**config.mk**
```make
export PLATFORM = sky130hd
export DESIGN_NAME = uart_tx_core
export DESIGN_NICKNAME = d
export VERILOG_FILES = /design/src/rtl/uart_pkg.sv /design/src/rtl/uart_tx_baud_gen.sv /design/src/rtl/uart_tx_core.sv
export SDC_FILE = /design/constraint.sdc
export NUM_CORES = 1
export LEC_CHECK = 0
export ABC_CLOCK_PERIOD_IN_PS = 3740
export BUFFER_PORTS_ARGS = -buffer_cell sky130_fd_sc_hd__buf_2
export CAP_MARGIN = 30
export CORE_MARGIN = 4
export CORE_UTILIZATION = 61
export CTS_BUF_LIST = sky130_fd_sc_hd__clkbuf_4 sky130_fd_sc_hd__clkbuf_8
export CTS_CLUSTER_SIZE = 12
export DETAILED_ROUTE_END_ITERATION = 6
export GPL_TIMING_DRIVEN = 0
export PLACE_DENSITY_LB_ADDON = 0.2
export SYNTH_ARGS = -nofsm -noshare
export SYNTH_HDL_FRONTEND = slang
export SYNTH_SLANG_ARGS = --single-unit
```
**constraint.sdc**
```tcl
create_clock -name Clock -period 3.74 [get_ports Clock]
set_clock_uncertainty 0.15 [all_clocks]
set_input_delay 0.374 -clock Clock [delete_from_list [all_inputs] [get_ports Clock]]
set_output_delay 0.374 -clock Clock [all_outputs]
set_load 0.01 [all_outputs]
```
**src/rtl/uart_pkg.sv**
```systemverilog
// Shared UART definitions: FSM state encoding, BaudRate/ParityType encodings and bit-period divisor.
package uart_pkg;

  typedef enum logic [2:0] {
    ST_IDLE   = 3'd0,
    ST_START  = 3'd1,
    ST_DATA   = 3'd2,
    ST_PARITY = 3'd3,
    ST_STOP   = 3'd4
  } txState_t;

  typedef enum logic [1:0] {
    BAUD_2400  = 2'b00,
    BAUD_4800  = 2'b01,
    BAUD_9600  = 2'b10,
    BAUD_19200 = 2'b11
  } baudRate_t;

  typedef enum logic [1:0] {
    PAR_NONE     = 2'b00,
    PAR_ODD      = 2'b01,
    PAR_EVEN     = 2'b10,
    PAR_NONE_ALT = 2'b11
  } parityType_t;

  localparam int unsigned BAUD_BASE = 2400;

  // Clocks per bit, rounded to nearest: baud doubles with each BaudRate step.
  function automatic int unsigned baudDivisor(int unsigned clkHz, logic [1:0] baudRate);
    int unsigned baud;
    baud = BAUD_BASE << baudRate;
    return (clkHz + baud / 2) / baud;
  endfunction

endpackage

```
**src/rtl/uart_tx_baud_gen.sv**
```systemverilog
// Bit-period divisor counter: counts 0..DIV-1 while enabled and pulses bitTick on the last count.
module uart_tx_baud_gen
  import uart_pkg::*;
#(
  parameter int unsigned CLK_FREQ_HZ = 50_000_000
) (
  input  logic       Clock,
  input  logic       ResetN,
  input  logic       enable,
  input  logic       clear,
  input  logic [1:0] baudRate,
  output logic       bitTick
);

  localparam int unsigned MAX_DIV = baudDivisor(CLK_FREQ_HZ, 2'b00);
  localparam int          CNT_W   = $clog2(MAX_DIV);

  localparam logic [CNT_W-1:0] TC_2400  = CNT_W'(baudDivisor(CLK_FREQ_HZ, 2'b00) - 1);
  localparam logic [CNT_W-1:0] TC_4800  = CNT_W'(baudDivisor(CLK_FREQ_HZ, 2'b01) - 1);
  localparam logic [CNT_W-1:0] TC_9600  = CNT_W'(baudDivisor(CLK_FREQ_HZ, 2'b10) - 1);
  localparam logic [CNT_W-1:0] TC_19200 = CNT_W'(baudDivisor(CLK_FREQ_HZ, 2'b11) - 1);

  logic [CNT_W-1:0] count;
  logic [CNT_W-1:0] termCount;

  always_comb begin
    termCount = TC_2400;
    case (baudRate)
      2'b00:   termCount = TC_2400;
      2'b01:   termCount = TC_4800;
      2'b10:   termCount = TC_9600;
      default: termCount = TC_19200;
    endcase
  end

  assign bitTick = enable && !clear && (count == termCount);

  always_ff @(posedge Clock or negedge ResetN) begin
    if (!ResetN) begin
      count <= '0;
    end else if (clear) begin
      count <= '0;
    end else if (enable) begin
      count <= bitTick ? '0 : count + 1'b1;
    end
  end

endmodule

```
**src/rtl/uart_tx_core.sv**
```systemverilog
// UART transmitter: start bit, DATA_BITS LSB-first, optional parity, 1 or 2 stop bits.
//  state     | meaning
//  ST_IDLE   | line high, waiting for TxStart
//  ST_START  | start bit (0)
//  ST_DATA   | payload bits, shreg[0] on the line
//  ST_PARITY | parity bit (odd/even only)
//  ST_STOP   | stop bit(s) (1)
module uart_tx_core
  import uart_pkg::*;
#(
  parameter int unsigned CLK_FREQ_HZ = 50_000_000,
  parameter int unsigned DATA_BITS   = 8
) (
  input  logic                 Clock,
  input  logic                 ResetN,
  input  logic [1:0]           BaudRate,
  input  logic [1:0]           ParityType,
  input  logic                 StopBits,
  input  logic                 TxStart,
  input  logic [DATA_BITS-1:0] TxData,
  output logic                 TxOut,
  output logic                 Busy,
  output logic                 Done
);

  localparam int IDX_W = $clog2(DATA_BITS);
  localparam logic [IDX_W-1:0] LAST_IDX = IDX_W'(DATA_BITS - 1);

  txState_t             state, stateNext;
  logic                 txOutReg, txOutNext;
  logic                 busyReg, busyNext;
  logic                 doneReg, doneNext;
  logic [DATA_BITS-1:0] shreg, shregNext;
  logic [IDX_W-1:0]     bitIdx, bitIdxNext;
  logic                 stopCnt, stopCntNext;
  logic                 parityAcc, parityAccNext;
  logic [1:0]           baudLatch, baudLatchNext;
  logic [1:0]           parityLatch, parityLatchNext;
  logic                 stopLatch, stopLatchNext;
  logic                 bitTick;
  logic                 parityEn;
  logic                 parityBit;

  uart_tx_baud_gen #(
    .CLK_FREQ_HZ(CLK_FREQ_HZ)
  ) uBaudGen (
    .Clock   (Clock),
    .ResetN  (ResetN),
    .enable  (state != ST_IDLE),
    .clear   (state == ST_IDLE),
    .baudRate(baudLatch),
    .bitTick (bitTick)
  );

  assign parityEn  = (parityLatch == PAR_ODD) || (parityLatch == PAR_EVEN);
  assign parityBit = parityAcc ^ shreg[0];

  always_comb begin
    stateNext       = state;
    txOutNext       = txOutReg;
    busyNext        = busyReg;
    doneNext        = 1'b0;
    shregNext       = shreg;
    bitIdxNext      = bitIdx;
    stopCntNext     = stopCnt;
    parityAccNext   = parityAcc;
    baudLatchNext   = baudLatch;
    parityLatchNext = parityLatch;
    stopLatchNext   = stopLatch;

    case (state)
      ST_IDLE: begin
        txOutNext = 1'b1;
        busyNext  = 1'b0;
        if (TxStart) begin
          shregNext       = TxData;
          baudLatchNext   = BaudRate;
          parityLatchNext = ParityType;
          stopLatchNext   = StopBits;
          bitIdxNext      = '0;
          stopCntNext     = 1'b0;
          parityAccNext   = 1'b0;
          txOutNext       = 1'b0;
          busyNext        = 1'b1;
          stateNext       = ST_START;
        end
      end

      ST_START: begin
        if (bitTick) begin
          txOutNext = shreg[0];
          stateNext = ST_DATA;
        end
      end

      ST_DATA: begin
        if (bitTick) begin
          parityAccNext = parityBit;
          shregNext     = shreg >> 1;
          if (bitIdx == LAST_IDX) begin
            if (parityEn) begin
              // parityBit now covers every payload bit
              txOutNext = (parityLatch == PAR_ODD) ? ~parityBit : parityBit;
              stateNext = ST_PARITY;
            end else begin
              txOutNext = 1'b1;
              stateNext = ST_STOP;
            end
          end else begin
            bitIdxNext = bitIdx + 1'b1;
            txOutNext  = shreg[1];
          end
        end
      end

      ST_PARITY: begin
        if (bitTick) begin
          txOutNext = 1'b1;
          stateNext = ST_STOP;
        end
      end

      ST_STOP: begin
        if (bitTick) begin
          if (stopLatch && !stopCnt) begin
            stopCntNext = 1'b1;
          end else begin
            stopCntNext = 1'b0;
            busyNext    = 1'b0;
            doneNext    = 1'b1;
            stateNext   = ST_IDLE;
          end
        end
      end

      default: begin
        txOutNext = 1'b1;
        busyNext  = 1'b0;
        stateNext = ST_IDLE;
      end
    endcase
  end

  always_ff @(posedge Clock or negedge ResetN) begin
    if (!ResetN) begin
      state       <= ST_IDLE;
      txOutReg    <= 1'b1;
      busyReg     <= 1'b0;
      doneReg     <= 1'b0;
      shreg       <= '0;
      bitIdx      <= '0;
      stopCnt     <= 1'b0;
      parityAcc   <= 1'b0;
      baudLatch   <= '0;
      parityLatch <= '0;
      stopLatch   <= 1'b0;
    end else begin
      state       <= stateNext;
      txOutReg    <= txOutNext;
      busyReg     <= busyNext;
      doneReg     <= doneNext;
      shreg       <= shregNext;
      bitIdx      <= bitIdxNext;
      stopCnt     <= stopCntNext;
      parityAcc   <= parityAccNext;
      baudLatch   <= baudLatchNext;
      parityLatch <= parityLatchNext;
      stopLatch   <= stopLatchNext;
    end
  end

  assign TxOut = txOutReg;
  assign Busy  = busyReg;
  assign Done  = doneReg;

endmodule

```
# Word level (Yosys, flattened, before mapping)
# Index checks and enable logic that the tools add are counted.
# Widths: inputs -> output; s select.
# totals
reg_bits,39
wordCells,97
in_bits,16
output_inout_bits,3
# classes
n_reduce_logical,20
bitwise_logic,4
n_addsub,2
n_mux,41
n_eq_ne,18
# ops
cell,n
$mux 15,3
$pmux 15 s3,1
$mux 3,11
$mux 1,17
$mux 8,2
$pmux 8 s2,1
$add 15x1->15 const B,1
$eq 15x15->1,1
$pmux 3 s5,1
$reduce_and 3->1,3
$ne 2x1->1 const B,4
$ne 2x2->1 const B,4
$reduce_and 4->1,2
$reduce_and 7->1,1
$eq 3x2->1 const B,2
$eq 3x3->1 const B,2
$pmux 3 s2,1
$reduce_bool 2->1,3
$pmux 1 s5,1
$eq 2x1->1 const B,2
$eq 2x2->1 const B,2
$pmux 1 s2,2
$add 3x1->3 const B,1
$eq 3x1->1 const B,1
other kinds (11),16

# Depth between registers and ports, before layout
# depth
depth_word,7
mapped_depth,8
mapped_depth_nobuf,7

# Hierarchy
# A second synthesis with hierarchy kept.
# hier_totals
hier_cells,259
hier_area_um2,2421.1
# modules_own_cells
mod,cells_per_inst,seq_area_each_um2,area_each_um2,n_inst
uart_tx_core,127,601.8,1345.0,1
uart_tx_baud_gen,132,375.4,1076.0,1

# Worst setup path after synthesis
# Ideal clock, no wire load.
# synth_timing
path_kind,reg2reg
start,reg baudLatch[0]
end,reg bitIdx[0]
stages_incl_launch_ff,8
setup_ns,0.120
slack_ns,1.028
t_required_ns,3.470
period_less_slack_ns,2.712
path_buffers,0
arrival_ns,2.442
path_cell_list,dfrtp_1 inv_1 ha_1 or3b_1 a222oi_1 o2111ai_1 or3_4 a31o_1
# synth_via
elab_chain_len,6
word_cells_on_any_way,8
cone_classes,eq/ne (4); mux (1); reduce/logical (3)
# synth_lines
item,line_no,rtl
start: declaration,uart_tx_core.sv:37,"logic [1:0] baudLatch, baudLatchNext;"
start signal: assignment,uart_tx_core.sv:166,baudLatch <= baudLatchNext;
"$eq 2x2->1, or another cell as far along",uart_tx_baud_gen.sv:28,case (baudRate)
$pmux 15 s3 (*),uart_tx_baud_gen.sv:28,
$eq 15x15->1 (*),uart_tx_baud_gen.sv:36,assign bitTick = enable && !clear && (count == termCount);
$logic_and 1x1->1 (*),uart_tx_baud_gen.sv:36,
$ne 2x1->1 (no line) (*),--,
$reduce_and 4->1 (no line) (*),--,
end signal: assignment,uart_tx_core.sv:163,bitIdx <= bitIdxNext;
end: declaration,uart_tx_core.sv:34,"logic [IDX_W-1:0] bitIdx, bitIdxNext;"
# Mark *: on every way between the ends. The rest lies on a longest branch, timed or not.
# A chain may end at the register's enable or synchronous reset.

# Worst setup path in the final report
# layout_timing
start,reg baudLatch[0]
end,reg shreg[6]
# layout_via
elab_chain_len,6
word_cells_on_any_way,8
cone_classes,eq/ne (4); mux (1); reduce/logical (3)
# layout_lines
item,line_no,rtl
"$eq 2x2->1, or another cell as far along",uart_tx_baud_gen.sv:28,
$pmux 15 s3 (*),uart_tx_baud_gen.sv:28,
$eq 15x15->1 (*),uart_tx_baud_gen.sv:36,
$logic_and 1x1->1 (*),uart_tx_baud_gen.sv:36,
$ne 2x1->1 (no line) (*),--,
$reduce_and 3->1 (no line) (*),--,
end signal: assignment,uart_tx_core.sv:162,shreg <= shregNext;
end: declaration,uart_tx_core.sv:33,"logic [DATA_BITS-1:0] shreg, shregNext;"
# Marks and branches as above.

==> summary.txt <==
CTS
  – Setup fix buffers added after clock tree synthesis: 0
  – Clock latency on the worst-skew pair: 0.34 ns
  – Max Root-Sink Buffers: 2
  – Number of buffers inserted during clock tree synthesis: 5
  – Clock-pin transition on the worst setup and hold timing paths: 0.11 ns
  – H-Tree Depth: 2
  – Number of clock sinks seen by CTS: 39
  – Clock root buffer: clkbuf_4
  – Resize count post-CTS: 0
  – Clock tree from TritonCTS: done

Power and ir drop
  – Total power divided by cell area: 434 nW/um2
  – Leakage dissipation: 1.10 nW
  – Sum of internal, switching and leakage power: 0.00103 W
  – Maximum vdd drop: 0.290 mV

Timing
  – Max transition margin: 43.9%
  – Min setup slack post-route: 0.601 ns
  – Shortest clock period the worst path allows after layout: 3.14 ns
  – Pins over their slew limit: 0
  – Worst-Margin Slew: 0.841 ns
  – Number of hold violations in the final report: 0
  – Final count of negative-setup-slack endpoints: 0
  – Unrepaired setup endpoints after global routing: false
  – Fraction of the cycle the final worst path needs: 83.9%
  – Timing-limited maximum frequency: 319 MHz
  – Aggregate negative setup slack: 0 ns

Floorplanning
  – Placement row count: 21
  – Top Ports: 19
  – Initial core utilization: 63.7%
  – Die Area: 4530 um2
  – Placeable core region: 3360 um2
  – Horizontal die dimension: 67.3 um
  – Die Ht: 67.3 um

Detailed routing
  – Number of routed nets with antenna violations: 0
  – DRC: 0
  – DR vias/cell: 5.89
  – WL per Instance: 14.9 um
  – Total via count after detailed routing: 1637
  – Pre-antenna DRT Iters: 4
  – Final WL: 4.16 mm
  – Iter 0 DRT Violations: 114

Placed design
  – Weighted congestion at the end of routability-driven global placement: 0.846
  – Pre-CTS setup slack: 0.586 ns
  – Final HPWL DP: 3.17 mm
  – Number of input and output port buffers inserted: 18

Logic synthesis
  – Proportion of register bits with asynchronous set or reset after synthesis: 100%
  – Top-area cell type share of the netlist area: 44.4%
  – Synthesized instance count: 205
  – Number of flops mapped to enable cells by yosys: 0
  – Avg Synthesized Cell Area: 10.5 um2
  – Syn_nets: 230
  – Most numerous cell in the Yosys netlist: dfrtp_1
  – Count of cell types in the netlist: 50
  – Primary FF master, synth: dfrtp_1
  – Sequential fraction of the synthesis area: 45.6%
  – Number of warnings reported in the yosys synthesis log: 0
  – Top post-synthesis cells by area: dfrtp_1 44%, ha_1 5.3%, nor2_1 3.9%
  – Commonest cells in the netlist: 38 x dfrtp_1, 22 x nor2_1, 15 x nand2_1
  – Post-synth top area cell: dfrtp_1
  – Register bit count reported by yosys: 39
  – Cell Area, Synth: 2140 um2

Min path
  – Worst hold-check path type: in -> reg
  – Hold path cells: 2

Worst setup path
  – Critical Path Source Type: flop
  – WP data required: 3.87 ns
  – Critical path class: reg -> reg
  – Worst-case reg-to-reg path depth: 7
  – Max FO, Critical Path: 7
  – Crit path capture type: flop
  – Data arrival time of the worst path: 3.27 ns

Cells and area
  – Area growth from synthesis to final layout: 10.7%
  – Number of filler instances in the final layout: 298
  – Net count, final: 256
  – Layout cells sized above 1: 24.1%
  – Diode insertion count for antenna repair: 0

GRT
  – Vias in the first global route: 1589
  – Largest net degree at the start of global routing: 40
  – Number of antenna violations at the first check in global routing: 0
  – Combined global-route utilization of all metal layers: 21.2%
  – Total congestion overflow after global routing: 0
  – Wire length of the first global-routing pass: 7.17 mm

Run
  – Maxcap violations: 0

Status
  – Status: finished, final reports clean
-- worst max-delay path, cell delays in order (launching register included) --
cell and delay [ns]:
dfrtp_1 0.41, inv_1 0.10, ha_1 0.25, or3b_1 0.36, a222oi_1 0.55, o2111ai_1 0.43
o21ai_1 0.55, o221a_2 0.29
-- final timing paths --
path,startpoint,to,slack [ns]
setup / recovery,baudLatch[0]$_DFFE_PN0P_,shreg[6]$_DFFE_PN0P_,0.60
hold / removal,ParityType[1],parityLatch[1]$_DFFE_PN0P_,0.11
setup reg to reg,baudLatch[0]$_DFFE_PN0P_,shreg[6]$_DFFE_PN0P_,0.60
hold reg to reg,stopLatch$_DFFE_PN0P_,stopLatch$_DFFE_PN0P_,0.37
max in group asynchronous,ResetN,uBaudGen.count[2]$_DFF_PN0_,2.39
min in group asynchronous,ResetN,uBaudGen.count[7]$_DFF_PN0_,0.50
-- cell type report --
class	instances	area (um2)	area share (%)
inverter	6	22.5	0.949
multi-input combinational	155	1100	46.5
tap	46	57.6	2.42
clock buffer	8	72.6	3.06
buffer	5	38.8	1.63
timing repair buffer	19	100	4.22
sequential	39	977	41.2
-- cells in the final DEF (no fill, tap or decap), drive strengths merged, types with 3 or more instances in the layout --
cell type   n
nor2       22
nand4       3
nand2b      3
inv         6
ha          9
a211oi      4
dfrtp      38
xnor2       6
o21ai       5
mux2i       4
and3        6
nand2      15
o221a       7
or2         9
a21oi       3
nand3       9
or3         4
nand3b      3
mux2        5
buf        21
xor2        9
nor3        3
clkbuf     10
-- cells by family (layout without fill, tap and decap cells) --
| family | Yosys count | after routing | synth area share [%] |
|---|---|---|---|
| compound gates | 34 | 34 | 13.1 |
| fa+ha+maj | 9 | 9 | 5.25 |
| xor+xnor | 16 | 16 | 7.18 |
| simple gates | 87 | 87 | 21.5 |
| buf+inv | 11 | 38 | 2.86 |
| mux | 9 | 9 | 4.49 |
| flops | 39 | 39 | 45.6 |
-- metal layers --
layer	global-route usage, %	wire, um	vias up
met3	6.82	200	10
li1	-	-	788
met2	34.0	2120	41
met5	0	0	-
met4	7.85	74	0
met1	26.8	1760	798
-- report_power, final --
part / switching (W) / total (W) / internal, W
logic: 0.000109 / 0.000227 / 0.000118
registers: 0.0000707 / 0.000555 / 0.000484
clock network: 0.000131 / 0.000249 / 0.000118
-- state kept, by name (all words and copies together), names as in the netlist --
signal / count
uBaudGen.count: 15
shreg: 8
bitIdx: 3
state: 3
baudLatch: 2
parityLatch: 2
Busy: 1
Done: 1
TxOut: 1
parityAcc: 1
stopCnt: 1
stopLatch: 1
-- repair_timing --
item                       4_1_cts  5_1_grt
setup endpoints to repair        0        0
hold endpoints to repair        11        0
hold buffers                     1        0
-- through the flow --
| step | instance area, um2 | cells | utilization (%) | hold slack [ns] |
|---|---|---|---|---|
| final | 2370 | 278 | 70.6 | 0.107 |
| after global routing | 2370 | 278 | 70.6 | 0.0737 |
| after CTS | 2370 | 278 | 70.6 | 0.0941 |
| after detailed placement | 2290 | 269 | 68.1 | 0.353 |
| after global placement | 2290 | 269 | 68.1 | 0.339 |
| after floorplan | 2140 | 205 | - | -0.0716 |
No activity file was read; power rests on OpenSTA's default activity.
